==> config.mk <==
export PLATFORM = sky130hd
export DESIGN_NAME = div_mnbit_seq
export DESIGN_NICKNAME = d
export VERILOG_FILES = /design/src/rtl/div_mnbit_seq.sv
export SDC_FILE = /design/constraint.sdc
export NUM_CORES = 1
export LEC_CHECK = 0
export ABC_AREA = 1
export ABC_CLOCK_PERIOD_IN_PS = 2300
export CORE_MARGIN = 5
export CORE_UTILIZATION = 49
export CTS_CLUSTER_SIZE = 16
export DETAILED_ROUTE_END_ITERATION = 10
export GPL_TIMING_DRIVEN = 0
export PLACE_DENSITY = 0.85
export SLEW_MARGIN = 0
export SYNTH_ARGS = -nofsm -noshare
export SYNTH_HDL_FRONTEND = slang
export SYNTH_SLANG_ARGS = --single-unit
==> constraint.sdc <==
create_clock -name clk -period 2.3 [get_ports clk]
set_input_delay 0.345 -clock clk [delete_from_list [all_inputs] [get_ports clk]]
set_output_delay 0.345 -clock clk [all_outputs]
set_load 0.01 [all_outputs]
==> src/rtl/div_mnbit_seq.sv <==
`default_nettype none
// ============================================================================
//  Module   : div_mnbit_seq
//  Purpose  : Sequential restoring divider, M-bit unsigned dividend by N-bit
//             unsigned divisor. One quotient bit is produced per clock, so a
//             division spends M cycles in CALC behind a start/done handshake.
//  Ports    : clk    - rising-edge clock
//             rst_n  - asynchronous active-low reset
//             start  - request, sampled only while not busy
//             a      - M-bit dividend, captured on an accepted start
//             b      - N-bit divisor, captured on an accepted start
//             quot   - M-bit registered quotient, held until next result
//             rem    - N-bit registered remainder, held like quot
//             busy   - high while iterating
//             done   - one-cycle pulse, quot/rem valid from this cycle on
//             dbz    - divide-by-zero flag (only with DIV_DBZ_EN)
//  Config   : DIV_DBZ_EN - adds dbz port and a one-cycle divide-by-zero path
//  Revision : 1.0 - initial release
// ============================================================================
module div_mnbit_seq #(
    parameter int M = 4,
    parameter int N = 4
) (
    input  logic         clk,
    input  logic         rst_n,
    input  logic         start,
    input  logic [M-1:0] a,
    input  logic [N-1:0] b,
    output logic [M-1:0] quot,
    output logic [N-1:0] rem,
    output logic         busy,
    output logic         done
`ifdef DIV_DBZ_EN
    ,
    output logic         dbz
`endif
);

    localparam int              c_CW   = (M > 1) ? $clog2(M) : 1;
    localparam logic [c_CW-1:0] c_LAST = c_CW'(M - 1);

    typedef enum logic [1:0] {
        S_IDLE = 2'd0,
        S_CALC = 2'd1,
        S_DONE = 2'd2
    } state_t;

    state_t          r_state;
    state_t          w_state_nxt;

    logic [M-1:0]    r_q;        // dividend shifting out, quotient shifting in
    logic [N-1:0]    r_d;        // captured divisor
    logic [N:0]      r_r;        // running remainder, one spare bit for the compare
    logic [c_CW-1:0] r_count;

    logic [N:0]      w_t;
    logic [N:0]      w_diff;
    logic [N:0]      w_r_nxt;
    logic [M-1:0]    w_q_nxt;
    logic            w_ge;
    logic            w_accept;
    logic            w_zero_div;

    // A new operation may be accepted from IDLE or in the DONE cycle.
    assign w_accept = start && ((r_state == S_IDLE) || (r_state == S_DONE));

`ifdef DIV_DBZ_EN
    localparam int   c_AW = (M > N) ? M : N;
    logic [c_AW-1:0] w_a_ext;

    // Zero-extend so rem can take a[N-1:0] even when N > M.
    assign w_a_ext    = c_AW'(a);
    assign w_zero_div = (b == '0);
`else
    assign w_zero_div = 1'b0;
`endif

    // One restoring step: shift the next dividend bit into the remainder and
    // subtract the divisor when it fits.
    assign w_t     = {r_r[N-1:0], r_q[M-1]};
    assign w_ge    = (w_t >= {1'b0, r_d});
    assign w_diff  = w_t - {1'b0, r_d};
    assign w_r_nxt = w_ge ? w_diff : w_t;
    assign w_q_nxt = {r_q[M-2:0], w_ge};

    assign busy = (r_state == S_CALC);
    assign done = (r_state == S_DONE);

    always_ff @(posedge clk or negedge rst_n) begin
        if (!rst_n) begin
            r_state <= S_IDLE;
        end else begin
            r_state <= w_state_nxt;
        end
    end

    always_comb begin
        w_state_nxt = r_state;
        case (r_state)
            S_IDLE, S_DONE: begin
                w_state_nxt = S_IDLE;
                if (start) begin
                    w_state_nxt = w_zero_div ? S_DONE : S_CALC;
                end
            end
            S_CALC: begin
                if (r_count == '0) begin
                    w_state_nxt = S_DONE;
                end
            end
            default: w_state_nxt = S_IDLE;
        endcase
    end

    always_ff @(posedge clk or negedge rst_n) begin
        if (!rst_n) begin
            r_q     <= '0;
            r_d     <= '0;
            r_r     <= '0;
            r_count <= '0;
            quot    <= '0;
            rem     <= '0;
`ifdef DIV_DBZ_EN
            dbz     <= 1'b0;
`endif
        end else begin
            if (w_accept) begin
                r_q     <= a;
                r_d     <= b;
                r_r     <= '0;
                r_count <= c_LAST;
`ifdef DIV_DBZ_EN
                // Divide by zero skips CALC; results land on this same edge.
                if (b == '0) begin
                    quot <= '1;
                    rem  <= w_a_ext[N-1:0];
                    dbz  <= 1'b1;
                end else begin
                    dbz  <= 1'b0;
                end
`endif
            end else if (r_state == S_CALC) begin
                r_q <= w_q_nxt;
                r_r <= w_r_nxt;
                if (r_count == '0) begin
                    // Publish the final step directly on the CALC->DONE edge.
                    quot <= w_q_nxt;
                    rem  <= w_r_nxt[N-1:0];
                end else begin
                    r_count <= r_count - c_CW'(1);
                end
            end
        end
    end

endmodule
`default_nettype wire
==> results of run 1 <==
-- worst paths after layout --
kind                       startpoint      end  slack [ns]  cells after the start
min in group asynchronous       rst_n  quot[1]        0.59                      1
hold reg to reg                rem[3]   rem[3]        0.49                      2
max in group asynchronous       rst_n   r_r[2]        1.09                      1
setup / recovery           r_state[1]     busy        0.45                      2
setup reg to reg               r_q[3]   r_r[2]        0.64                      9
hold / removal                 rem[3]   rem[3]        0.49                      2
-- cells in the final DEF, fill, tap and decap left out, types with 2 or more instances in the layout --
| cell | n |
|---|---|
| nand2_1 | 51 |
| dfrtp_1 | 24 |
| clkdlybuf4s50_1 | 20 |
| inv_1 | 14 |
| o21ai_1 | 9 |
| nand3_1 | 9 |
| inv_2 | 5 |
| ha_1 | 5 |
| nor2_1 | 4 |
| o221ai_1 | 3 |
| clkbuf_4 | 3 |
| nand2_2 | 2 |
| buf_2 | 2 |
-- layer usage --
layer  vias to the layer above  global-route usage (%)
li1                        487                       -
met1                       434                    20.0
met2                        23                    29.6
met3                         5                    2.83
met4                         0                    3.88
met5                         -                       0
-- stage by stage --
stage / hold slack, ns / setup slack, ns / total power (W) / instance area, um^2 / util [%]
2_1_floorplan: 0.0494 / 0.833 / 0.00171 / 1190 / -
3_3_place_gp: 0.467 / 0.691 / 0.00205 / 1420 / 63.1
3_5_place_dp: 0.469 / 0.659 / 0.00215 / 1420 / 63.1
4_1_cts: 0.498 / 0.442 / 0.00233 / 1450 / 64.1
5_1_grt: 0.521 / 0.353 / 0.00255 / 1450 / 64.1
6_report: 0.492 / 0.447 / 0.00231 / 1450 / 64.1
-- power by group --
group	switching, W	leakage (nW)	internal, W
sequential	0.000113	0.295	0.000628
combinational	0.000833	0.434	0.000559
clock	0.000111	0.0138	0.0000611
-- final cells by class --
| class | instances | area (um^2) |
|---|---|---|
| Tap cell | 28 | 35.0 |
| Sequential cell | 24 | 601 |
| Inverter | 20 | 75.1 |
| Multi-Input combinational cell | 92 | 502 |
| Clock buffer | 3 | 22.5 |
| Buffer | 2 | 10.0 |
| Timing Repair Buffer | 20 | 200 |
| Fill cell | 220 | 810 |
-- sequential cells by signal, indices dropped and copies added, names as in the netlist --
name / count
r_state: 2
rem: 4
r_r: 4
r_d: 4
quot: 4
r_count: 2
r_q: 4
-- kinds of logic after synthesis --
kind of cell,Yosys count,synth area share (%)
compound gates,16,9.06
xor+xnor,1,0.738
fa+ha+maj,6,6.95
buf+inv,22,7.17
flops,24,50.6
simple gates,69,25.5
-- critical path: stages (launching register included) --
cell	delay [ns]
dfrtp_1	0.46
nor2_8	0.19
clkdlybuf4s50_1	0.56
==> metrics.yaml, run 1 <==
fin_tns_setup_ns: 0
postCtsSetupBuffers: 0
die_h_um: 59.2
viasPerCell: 5.02
core-area_um2: 2250
rows: 17
antenna_found_initial: 0
htree_levels: 1
holdCritPathClass: "reg -> reg"
initial_core_util_pct: 52.7
diodes: 0
yosysTopAreaCell: "dfrtp_1"
fmax_mhz: 540
vias: 949
dr.pass1.iters: 4
startpoint_type: "register"
clkLatencyLatePin_ns: 0.30
wl_per_cell_um: 12.9
ys.flop_type: "dfrtp_1"
dp.cells: 186
synth.top_cell.area_share_pct: 50.6
period_minus_slack_ns: 1.85
syn_nets: 155
drc_errors: 0
synth_area_um2: 1190
portBuffers: 20
synth_edf_count: 0
grt_pass1_vias: 1000
grt_start_max_net_pins: 25
drive_gt1_share_pct: 9.94
grtUsageTotal_pct: 16.4
crit_required_ns: 1.96
dieArea_um2: 3510
outcome: "complete, no violations"
met1_length_um: 1050
top_layer_used: "met4"
clock_path_buffers: 2
postSynthAreaPerCell_um2: 8.60
ctsHoldBuffers: 0
cts_tree: "done"
ir_worst_vdd_mv: 0.911
cap_violations: 0
met3WireLength_um: 115
grt-ovfl-total: 0
wirelength_um: 2440
rsz0062_at_grt: "no"
area_growth_pct: 21.7
crit_arrival_ns: 1.51
drtAntennaViolNets: 0
ys_types: 21
synth.most_common_cell: "nand2_1"
ys_warn_count: 0
num_io_pins: 21
setup_viol: 0
clkTransAtPathRegs_ns: 0.11
fin_skew_ns: 0.00464
slew_headroom_pct: 31.6
synthTopCellsByCount: "nand2_1 (51), dfrtp_1 (24), inv_1 (14), nand3_1 (9), o21ai_1 (9)"
place_congestion: 0.844
synth_cells: 138
drtIter0Drc: 13
root_buffer: "clkbuf_4"
fin_nets: 180
finalCritPeriodShare_pct: 80.6
wl_met2_um: 1240
end_kind: "output pin"
final_cells: 189
ys_seq_area_share_pct: 50.6
async_flop_share_pct: 100
cts.sinks: 24
synth-seq-cells: 24
synth_area_leaders: "dfrtp_1 (51%), nand2_1 (16%), ha_1 (5.3%)"
crit_fanout: 8
leakagePower_nw: 0.743
hold_violations: 0
postCtsResizedCells: 0
worst_pin_slew_ns: 1.02
cts_buffers: 3
die_w_um: 59.2
slew_violations: 0
dpl.hpwl_um: 1970
path_class: "reg -> out"
powerDensity_nw_per_um2: 1600
grt_pass1_wl_um: 4380
No activity file was read; power rests on OpenSTA's default activity.
==> inputs of run 2 (changes only) <==
Settings changed: ABC_CLOCK_PERIOD_IN_PS 2300 to 1900.
Clock period 2.3 ns to 1.9 ns, I/O delays scaled along.
==> results of run 2 <==
The final DEF is identical to that of run 1. Status: complete, no violations.
Main changes from that run: setup slack after placement 0.659 ns -> 0.259 ns; setup slack after layout 0.447 ns -> 0.107 ns; register-to-register setup slack 0.64 ns -> 0.24 ns; total power 0.00231 W -> 0.00279 W; worst IR drop on VDD 0.911 mV -> 1.10 mV
==> inputs of run 3 (changes only) <==
Settings changed: CORE_UTILIZATION 49 to 51, PLACE_DENSITY 0.85 to 0.88.
==> run 3 against run 2 <==
Effect of this change: critical endpoint unchanged; worst hold slack better by 0.00090 ns; global-route usage fell by 1.2 points; maximum frequency fell by 1.8%.
==> metrics.yaml, run 3 (synthesis gave the netlist of run 1 again) <==
startpoint_type: "register"
cts_tree: "done"
wl_per_cell_um: 11.8
grt_use_met1_pct: 19.6
num_io_pins: 21
viasPerCell: 5.06
grt_pass1_vias: 954
crit_arrival_ns: 1.54
die_w_um: 58.3
drc_errors: 0
dpl.hpwl_um: 1790
dr.pass1.iters: 4
portBuffers: 20
clock_path_buffers: 2
htree_levels: 1
period_minus_slack_ns: 1.83
end_kind: "output pin"
layout_common_cells: "nand2_1 (51), dfrtp_1 (24), clkdlybuf4s50_1 (20), inv_1 (14)"
r2r_setup_slack_ns: 0.27
r2r-end: "r_r[2]"
cts.sinks: 24
use_met2_pct: 25.3
dp.cells: 186
diodes: 0
hold_start: "quot[0]"
max_stage_delay_ns: 0.56
fin_nets: 180
drive_gt1_share_pct: 9.94
postCtsSetupBuffers: 0
drtIter0Drc: 17
grt_start_max_net_pins: 25
fmax_mhz: 547
powerDensity_nw_per_um2: 1920
postCtsResizedCells: 0
path_class: "reg -> out"
vias: 956
p_total_w: 0.00277
slowest_stage: "clkdlybuf4s50_1"
reg2reg_from: "r_q[3]"
dieArea_um2: 3390
place_congestion: 0.891
ir_worst_vdd_mv: 1.01
antenna_found_initial: 0
hold_depth: 2
outcome: "complete, no violations"
fin_skew_ns: 0.00312
worst_pin_slew_ns: 1.05
holdCritPathClass: "reg -> reg"
rr_worst_depth: 9
cts_buffers: 3
clkTransAtPathRegs_ns: 0.13
crit_fanout: 8
met3_usage_pct: 3.34
final_common_cell: "nand2_1"
ctsHoldBuffers: 0
finalCritPeriodShare_pct: 96.1
root_buffer: "clkbuf_4"
final_cells: 189
hold_violations: 0
busiest_layer: "met2"
die_h_um: 58.3
cap_violations: 0
core-area_um2: 2210
initial_core_util_pct: 53.7
grtUsageTotal_pct: 15.2
grt-ovfl-total: 0
setup_viol: 0
crit_required_ns: 1.62
wirelength_um: 2230
area_growth_pct: 21.7
leakagePower_nw: 0.743
slew_violations: 0
rsz0062_at_grt: "no"
drtAntennaViolNets: 0
whs_endpoint: "quot[0]"
slew_headroom_pct: 30.1
crit_chain: "nor2_8 > clkdlybuf4s50_1"
grt_pass1_wl_um: 4000
rows: 17
clkLatencyLatePin_ns: 0.30
fin_tns_setup_ns: 0
## run 3: stage by stage
stage               instance area, um^2  hold WS [ns]  util, %  setup WS [ns]
floorplan                          1190       -0.0106        -          0.433
global placement                   1420         0.462     64.3          0.348
detailed placement                 1420         0.465     64.3          0.284
CTS                                1450         0.496     65.3         0.0719
global route                       1450         0.493     65.3        0.00958
finish                             1450         0.493     65.3         0.0732
## run 3: worst max path at each step
| stage | from | endpoint | slack, ns | depth (start not counted) |
|---|---|---|---|---|
| after global routing | r_state[1] | busy | 0.01 | 2 |
| final | r_state[1] | busy | 0.07 | 2 |
| after detailed placement | r_q[3] | r_r[2] | 0.28 | 9 |
| after floorplan | r_q[3] | r_r[2] | 0.43 | 9 |
| after global placement | rst_n | r_d[3] | 0.35 | 1 |
| after CTS | r_state[1] | busy | 0.07 | 2 |
## run 3: cell type report
type	instances	area (um^2)
Fill cell	179	767
Clock buffer	3	22.5
Timing Repair Buffer	20	200
Inverter	20	75.1
Tap cell	28	35.0
Sequential cell	24	601
Buffer	2	10.0
Multi-Input combinational cell	92	502
## run 3: layer usage
metal	share of wire, %	routed length [um]	up-vias
li1	-	-	484
met1	46	1020	447
met2	48	1080	23
met3	5.6	125	2
met4	0.63	14	0
met5	0	0	-
## run 3: power breakdown
part           internal [W]  switching, W  total [W]  leakage (nW)
combinational      0.000673      0.000994    0.00167         0.434
clock             0.0000740      0.000145   0.000219        0.0138
sequential         0.000759      0.000128   0.000887         0.295
## run 3: critical path, delay by kind of cell (launching register included)
kind / cells / cell delay (ns)
flip-flops: 1 / 0.48
buffers and inverters: 1 / 0.56
AND/OR/NAND/NOR: 1 / 0.20
